<file path="config.mk">
export PLATFORM = sky130hd
export DESIGN_NAME = pc_fetch_unit
export DESIGN_NICKNAME = d
export VERILOG_FILES = /design/src/rtl/pc_fetch_unit_pkg.sv /design/src/rtl/pc_fetch_unit_next.sv /design/src/rtl/pc_fetch_unit.sv
export SDC_FILE = /design/constraint.sdc
export NUM_CORES = 1
export LEC_CHECK = 0
export BUFFER_PORTS_ARGS = -buffer_cell sky130_fd_sc_hd__buf_2
export CAP_MARGIN = 10
export CORE_UTILIZATION = 45
export CTS_CLUSTER_DIAMETER = 150
export DETAILED_ROUTE_END_ITERATION = 8
export HOLD_SLACK_MARGIN = 0.12
export PLACE_DENSITY = 0.72
export SYNTH_ARGS = -nofsm -noshare
export SYNTH_HDL_FRONTEND = slang
export SYNTH_HIERARCHICAL = 1
export SYNTH_SLANG_ARGS = --single-unit
</file>
<file path="constraint.sdc">
create_clock -name clock -period 3.25 [get_ports clock]
set_input_delay 0.65 -clock clock [delete_from_list [all_inputs] [get_ports clock]]
set_output_delay 0.65 -clock clock [all_outputs]
set_load 0.005 [all_outputs]
</file>
<file path="src/rtl/pc_fetch_unit_pkg.sv">
// Shared constants for the PC / fetch / decode stage.
// State encoding, default widths and opcode values used downstream.
package pc_fetch_unit_pkg;

    localparam int PC_WIDTH_DEF     = 8;
    localparam int INSTR_WIDTH_DEF  = 16;
    localparam int OPCODE_WIDTH_DEF = 4;

    localparam logic [1:0] WAIT_PC     = 2'd0;
    localparam logic [1:0] WAIT_FETCH  = 2'd1;
    localparam logic [1:0] WAIT_DECODE = 2'd2;

    localparam logic [3:0] OP_NOP  = 4'h0;
    localparam logic [3:0] OP_LOAD = 4'h1;
    localparam logic [3:0] OP_STOR = 4'h2;
    localparam logic [3:0] OP_ADD  = 4'h3;
    localparam logic [3:0] OP_SUB  = 4'h4;
    localparam logic [3:0] OP_AND  = 4'h5;
    localparam logic [3:0] OP_OR   = 4'h6;
    localparam logic [3:0] OP_XOR  = 4'h7;
    localparam logic [3:0] OP_JMP  = 4'h8;
    localparam logic [3:0] OP_JZ   = 4'h9;
    localparam logic [3:0] OP_OUT  = 4'hA;
    localparam logic [3:0] OP_HALT = 4'hF;

endpackage

</file>
<file path="src/rtl/pc_fetch_unit_next.sv">
// Next-PC selection: hold, first-update, pending/bypassed jump, increment.
// A same-cycle jump request is merged in before the priority choice.
module pc_next_logic
    import pc_fetch_unit_pkg::*;
#(
    parameter int PC_WIDTH = PC_WIDTH_DEF
) (
    input  logic                update_en,
    input  logic                latched_hold,
    input  logic [PC_WIDTH-1:0] pc,
    input  logic                first_update,
    input  logic                jump_pending,
    input  logic [PC_WIDTH-1:0] jump_addr,
    input  logic                jump_valid,
    input  logic [PC_WIDTH-1:0] jump_target,
    output logic [PC_WIDTH-1:0] pc_next,
    output logic                first_next,
    output logic                pending_next,
    output logic [PC_WIDTH-1:0] jump_addr_next
);

    logic                eff_pending;
    logic [PC_WIDTH-1:0] eff_addr;

    assign eff_pending = jump_pending | jump_valid;
    assign eff_addr    = jump_valid ? jump_target : jump_addr;

    always_comb begin
        pc_next        = pc;
        first_next     = first_update;
        pending_next   = eff_pending;
        jump_addr_next = eff_addr;
        if (update_en) begin
            priority case (1'b1)
                latched_hold: pc_next = pc;
                first_update: first_next = 1'b0;
                eff_pending: begin
                    pc_next      = eff_addr;
                    pending_next = 1'b0;
                end
                default: pc_next = pc + 1'b1;
            endcase
        end
    end

endmodule

</file>
<file path="src/rtl/pc_fetch_unit.sv">
// PC register, program memory addressing, instruction capture and decode.
// Driven by one-hot phase triggers; flags out-of-order sequences.
module pc_fetch_unit
    import pc_fetch_unit_pkg::*;
#(
    parameter int              PC_WIDTH     = PC_WIDTH_DEF,
    parameter int              INSTR_WIDTH  = INSTR_WIDTH_DEF,
    parameter int              OPCODE_WIDTH = OPCODE_WIDTH_DEF,
    parameter logic [PC_WIDTH-1:0] RESET_VECTOR = '0
) (
    input  logic                            clock,
    input  logic                            reset,
    input  logic                            latched_hold,
    input  logic                            update_pc_trigger,
    input  logic                            fetch_prog_mem_trigger,
    input  logic                            decode_instr_trigger,
    input  logic                            jump_valid,
    input  logic [PC_WIDTH-1:0]             jump_target,
    output logic [PC_WIDTH-1:0]             prog_mem_addr,
    input  logic [INSTR_WIDTH-1:0]          prog_mem_data,
    output logic [INSTR_WIDTH-1:0]          instr_reg,
    output logic [OPCODE_WIDTH-1:0]         opcode,
    output logic [INSTR_WIDTH-OPCODE_WIDTH-1:0] operand,
    output logic                            instr_valid,
    output logic                            seq_error
);

    localparam int OPERAND_WIDTH = INSTR_WIDTH - OPCODE_WIDTH;

    logic [1:0]          state;
    logic [PC_WIDTH-1:0] pc;
    logic                first_update;
    logic                jump_pending;
    logic [PC_WIDTH-1:0] jump_addr;

    logic [PC_WIDTH-1:0] pc_next;
    logic                first_next;
    logic                pending_next;
    logic [PC_WIDTH-1:0] jump_addr_next;

    logic multi_trig;
    logic upd_ok;
    logic fetch_ok;
    logic decode_ok;
    logic err_now;

    assign prog_mem_addr = pc;

    assign multi_trig = (update_pc_trigger & fetch_prog_mem_trigger)
                      | (update_pc_trigger & decode_instr_trigger)
                      | (fetch_prog_mem_trigger & decode_instr_trigger);

    assign upd_ok    = update_pc_trigger & ~multi_trig;
    assign fetch_ok  = fetch_prog_mem_trigger & ~multi_trig
                     & (state == WAIT_FETCH);
    assign decode_ok = decode_instr_trigger & ~multi_trig
                     & (state == WAIT_DECODE);

    assign err_now = multi_trig
                   | (update_pc_trigger & (state != WAIT_PC))
                   | (fetch_prog_mem_trigger & (state != WAIT_FETCH))
                   | (decode_instr_trigger & (state != WAIT_DECODE));

    pc_next_logic #(
        .PC_WIDTH(PC_WIDTH)
    ) u_next (
        .update_en      (upd_ok),
        .latched_hold   (latched_hold),
        .pc             (pc),
        .first_update   (first_update),
        .jump_pending   (jump_pending),
        .jump_addr      (jump_addr),
        .jump_valid     (jump_valid),
        .jump_target    (jump_target),
        .pc_next        (pc_next),
        .first_next     (first_next),
        .pending_next   (pending_next),
        .jump_addr_next (jump_addr_next)
    );

    always_ff @(posedge clock or posedge reset) begin
        if (reset) begin
            pc           <= RESET_VECTOR;
            first_update <= 1'b1;
            jump_pending <= 1'b0;
            jump_addr    <= '0;
        end else begin
            pc           <= pc_next;
            first_update <= first_next;
            jump_pending <= pending_next;
            jump_addr    <= jump_addr_next;
        end
    end

    always_ff @(posedge clock or posedge reset) begin
        if (reset) begin
            state       <= WAIT_PC;
            instr_reg   <= '0;
            opcode      <= '0;
            operand     <= '0;
            instr_valid <= 1'b0;
            seq_error   <= 1'b0;
        end else begin
            instr_valid <= 1'b0;
            if (err_now)
                seq_error <= 1'b1;
            if (upd_ok)
                state <= WAIT_FETCH;
            if (fetch_ok) begin
                instr_reg <= prog_mem_data;
                state     <= WAIT_DECODE;
            end
            if (decode_ok) begin
                opcode      <= instr_reg[INSTR_WIDTH-1 -: OPCODE_WIDTH];
                operand     <= instr_reg[OPERAND_WIDTH-1:0];
                instr_valid <= ~latched_hold;
                state       <= WAIT_PC;
            end
        end
    end

endmodule

</file>
[Yosys cells after proc, flatten, opt, wreduce, memory -nomap -nowiden]
Index checks and enable logic that the tools add are counted.
Storage, ports and cells
  bits in registers: 54
  output and inout port bits: 42
  input bits: 31
  logic and storage cells: 48
Cells by class
  equal/unequal tests: 4
  reductions and logical operators: 4
  bitwise operators: 20
  multiplexer cells: 9
  add/subtract/negate cells: 1
Operator list (count)
  8-bit 2-to-1 mux: 2
  1-bit bitwise AND: 11
  8-bit by 1-bit adder with 8-bit output (second input constant): 1
  2-bit 2-to-1 mux: 3
  1-bit OR: 6
  1-bit 2-to-1 mux: 4
  1-bit NOT: 3
  3-bit AND reduction: 1
  3-bit nonzero test: 1
  2-bit by 1-bit == test with 1-bit output (second input constant): 1
  2-bit == test (second input constant): 1
  2-bit by 1-bit inequality test with 1-bit output (second input constant): 1
  2-bit inequality test (second input constant): 1
  2-bit AND reduction: 1
  2-bit nonzero test: 1

[Logic depth before layout (Yosys ltp)]
  word-level depth: 8
  mapped depth: 6
  mapped depth without buffers: 5

[Modules after synthesis]
Netlist, hierarchy kept.
By module, submodules not included
  pc_fetch_unit: cells each 102, instances 1, area each 1855.5 um2, seq. area each 1352.5 um2
  pc_next_logic: cells each 59, instances 1, area each 397.9 um2, seq. area each 0.0 um2

[Worst setup path after synthesis]
OpenSTA, ideal clock, no wires.
  path type: input to register
  from: in fetch_prog_mem_trigger
  to: reg pc[3] (netlist: prog_mem_addr[3])
  arrival time: 1760 ps
  setup time: 77 ps
  data required time: 3173 ps
  stages on the path: 5
  buffers on the path: 0
  path slack: 1412 ps
  path through: nor3b_1 > nor3b_2 > o31a_1 > nor2_1 > a21oi_1
On the way
  cells in the longest elaborated chain, start to end: 6
  elaborated cells on any way between the ends: 7
  those cells by class: 6 x bitwise; 1 x reduce/logical
Ends and longest elaborated chain
  start, declared: RTL line pc_fetch_unit.sv:15  | input logic fetch_prog_mem_trigger,
  1-bit bitwise AND: RTL line pc_fetch_unit.sv:49  | assign multi_trig = (update_pc_trigger & fetch_prog_mem_trigger)
  1-bit OR: RTL line pc_fetch_unit.sv:50  | | (update_pc_trigger & decode_instr_trigger)
  1-bit OR (*): RTL line pc_fetch_unit.sv:51  | | (fetch_prog_mem_trigger & decode_instr_trigger);
  1-bit NOT (*): RTL line pc_fetch_unit.sv:53  | assign upd_ok = update_pc_trigger & ~multi_trig;
  1-bit bitwise AND (*): RTL line pc_fetch_unit.sv:53
  3-bit AND reduction (no line) (*)
  end signal, assigned: RTL line pc_fetch_unit.sv:88  | pc <= pc_next;
  end, declared: RTL line pc_fetch_unit.sv:31  | logic [PC_WIDTH-1:0] pc;
Every way passes the cells marked *; elsewhere a longest branch is shown, timed or not.
A chain may end at the register's enable or synchronous reset.

[Final worst setup path]
  from: in update_pc_trigger
  to: reg pc[3] (netlist: prog_mem_addr[3])
On the way
  cells in the longest elaborated chain, start to end: 6
  elaborated cells on any way between the ends: 7
  those cells by class: 6 x bitwise; 1 x reduce/logical
Ends and longest elaborated chain
  start, declared: RTL line pc_fetch_unit.sv:14  | input logic update_pc_trigger,
  1-bit bitwise AND, on equally long branches: RTL line pc_fetch_unit.sv:49, pc_fetch_unit.sv:50
  1-bit OR: RTL line pc_fetch_unit.sv:50
  1-bit OR: RTL line pc_fetch_unit.sv:51
  1-bit NOT: RTL line pc_fetch_unit.sv:53
  1-bit bitwise AND (*): RTL line pc_fetch_unit.sv:53
  via upd_ok: RTL line pc_fetch_unit.sv:42  | logic upd_ok;
  3-bit AND reduction (no line) (*)
The timed path passes the listed nets; every way through them passes the cells marked *.

==> results.sh <==
export IMPL_status="completed"
export IMPL_fin_worst_skew_ns=0.00493
export IMPL_syn_inst=161
export IMPL_cp_end_kind="flip-flop"
export IMPL_wire_per_inst_um=14.1
export IMPL_drtAntennaViolNets=0
export IMPL_worstRegToRegCells=3
export IMPL_core_mm2=0.00479
export IMPL_dr_total_vias=1552
export IMPL_p_int_uw=1530
export IMPL_power_leakage_uw=0.00138
export IMPL_cts_resized=0
export IMPL_clk_path_buf_depth=2
export IMPL_fillers=419
export IMPL_viasPerCell=5.11
export IMPL_cts_tree="yes"
export IMPL_post_route_min_period_ns=2.02
export IMPL_fmaxAchievable_mhz=495
export IMPL_nets=268
export IMPL_routed_wl_mm=4.30
export IMPL_crit_type="input port to flip-flop"
export IMPL_avgSynthCellArea_um2=14.0
export IMPL_start_kind="input port"
export IMPL_synth_warnings=6
export IMPL_setup_ws_ns=1.23
export IMPL_required_ns=3.49
export IMPL_antennaDiodeCount=0
export IMPL_final_util_pct=58.5
export IMPL_synth_edf_count=0
export IMPL_place_congestion=0.761
export IMPL_reg2reg_from="state[0]"
export IMPL_start_util_pct=47.1
export IMPL_die_area_mm2=0.00529
export IMPL_layout_common_cells="buf_2, dfrtp_1, mux2_2"
export IMPL_clock_root_buffer="clkbuf_8"
export IMPL_die_y_um=72.8
export IMPL_track_usage_pct=16.9
export IMPL_power_density_mw_per_mm2=752
export IMPL_switchingPower_uw=573
export IMPL_cp_max_fo=10
export IMPL_worstPathCellList="buf_2, nor3b_1, nor3b_2, o31a_1, nor2_1, a21oi_1"
export IMPL_die_x_um=72.8
export IMPL_p_seq_share_pct=48.9
export IMPL_multi_input_area_um2=847
export IMPL_holdBufCountCts=0
export IMPL_hold_class="input port to asynchronous set/reset pin"
export IMPL_r2r_setup_slack_ns=1.54
export IMPL_synthesis_area_mm2=0.00225
export IMPL_p_clk_share_pct=25.9
export IMPL_synth_async_reset_ratio_pct=100
export IMPL_sw_frac_of_total_pct=27.2
export IMPL_ys_seq_area_share_pct=60.0
export IMPL_rows=25
export IMPL_grt_max_degree=34
export IMPL_post_cts_buffers=0
export IMPL_grt_setup_unrepaired="no"
export IMPL_drt_drc_violations_left=0
export IMPL_cts_sinks=54
export IMPL_grt_first_pass_wirelength_mm=6.64
export IMPL_arrival_ns=2.26
export IMPL_portBuffers=72
export IMPL_largest_register_ffs=16
export IMPL_ios=73
export IMPL_fin_setup_tns_ns=0
export IMPL_ir_worst_vdd_v=0.000455
export IMPL_drtIter0Drc=99
export IMPL_max_slew_margin_rel_pct=58.5
export IMPL_maxSlewViolCount=0
export IMPL_clock_latency_ns=0.31
export IMPL_grt_pass1_vias=1446
export IMPL_clkSlewWorstSetupHoldPaths_ns=0.10
export IMPL_htree_levels=2
export IMPL_comb_power_share_pct=25.2
export IMPL_maxCapViolCount=0
export IMPL_antenna_found_initial=0
export IMPL_synth_seq_cells=54
export IMPL_cts_inserted_buffers=5
export IMPL_worst_pin_slew_ns=0.621
export IMPL_seqCellArea_mm2=0.00135
export IMPL_synth_distinct_cells=38
export IMPL_grt_overflow_total=0
export IMPL_final_setup_viol_count=0
export IMPL_synth_main_ff_cell="dfrtp_1"
export IMPL_synthesis_nets=193
export IMPL_hold_viol=0
export IMPL_slowest_stage="nor3b_2"
export IMPL_cpPeakStageDelay_ns=0.61
export IMPL_drive_gt1_share_pct=54.9
export IMPL_area_growth_syn_to_layout_pct=24.3
export IMPL_reg2reg_to="opcode[2]"
export IMPL_layout_commonest_cell="buf_2"
export IMPL_fin_crit_sh_pct=62.2
export IMPL_dp_final_hpwl_mm=3.03
export IMPL_drtPass1Iterations=4
export IMPL_dp_slack_ns=0.965
==> cells in the mapped netlist, types with 3 or more instances <==
cell type / number / area (um2)
buf_6: 3 / 33.8
nand3_1: 3 / 15.0
mux2_2: 40 / 450
a2bb2oi_1: 3 / 26.3
dfrtp_1: 53 / 1330
nand2_1: 7 / 26.3
nor2_1: 6 / 22.5
o22ai_1: 4 / 25.0
a21oi_1: 9 / 45.0
==> stage by stage <==
stage	hold slack, ns	total power, uW	area, um2	std cells
2_1_floorplan	0.465	1310	2250	161
3_3_place_gp	0.451	1550	2660	296
3_5_place_dp	0.456	1580	2660	296
4_1_cts	0.350	2130	2800	304
5_1_grt	0.370	2220	2800	304
6_report	0.334	2110	2800	304
==> cells by family (layout without fill, tap and decap cells) <==
kind of cell               after synthesis  count (layout)  share of synthesized area, %
DFF                                     54              54                          60.0
muxes                                   41              41                          20.4
and+or+nand+nor                         33              33                          9.55
AOI/OAI and AO/OA                       25              25                          7.05
buffers and inverters                    7              83                          2.39
adders and majority gates                1               1                         0.555
==> worst max path at each step <==
stage | start | to | slack, ns | cells past startpoint
after floorplan | reset | instr_reg[0] | 1.29 | 1
after global placement | fetch_prog_mem_trigger | prog_mem_addr[3] | 1.02 | 6
after detailed placement | update_pc_trigger | prog_mem_addr[3] | 0.96 | 6
after CTS | update_pc_trigger | prog_mem_addr[3] | 1.26 | 6
after global routing | update_pc_trigger | prog_mem_addr[3] | 1.10 | 6
final | update_pc_trigger | prog_mem_addr[3] | 1.23 | 6
==> final cells by class <==
| type | instances | area share, % |
|---|---|---|
| Clock buffer | 6 | 2.95 |
| Clock inverter | 2 | 2.14 |
| Inverter | 2 | 0.268 |
| Multi-Input combinational cell | 100 | 30.2 |
| Sequential cell | 54 | 48.3 |
| Tap cell | 67 | 2.99 |
| Timing Repair Buffer | 73 | 13.1 |
==> layer usage <==
metal / vias to the layer above / track usage [%] / wire [um]
met5: - / 0 / 0
met4: 0 / 6.54 / 66
met3: 7 / 4.01 / 195
met2: 50 / 27.0 / 2050
met1: 760 / 22.3 / 1990
li1: 735 / - / -
==> power groups by stage <==
stage | clock network [uW] | registers (uW) | logic [uW]
floorplan | 0 | 1040 | 268
CTS | 555 | 1030 | 542
finish | 545 | 1030 | 532
global route | 579 | 1060 | 582
detailed placement | 0 | 1040 | 540
global placement | 0 | 1030 | 524
==> critical path, delay by kind of cell <==
| family | cells | cell delay (ns) |
|---|---|---|
| buf+inv | 1 | 0.14 |
| simple gates | 3 | 1.12 |
| compound gates | 2 | 0.35 |
Power figures use the tool's default switching activity.
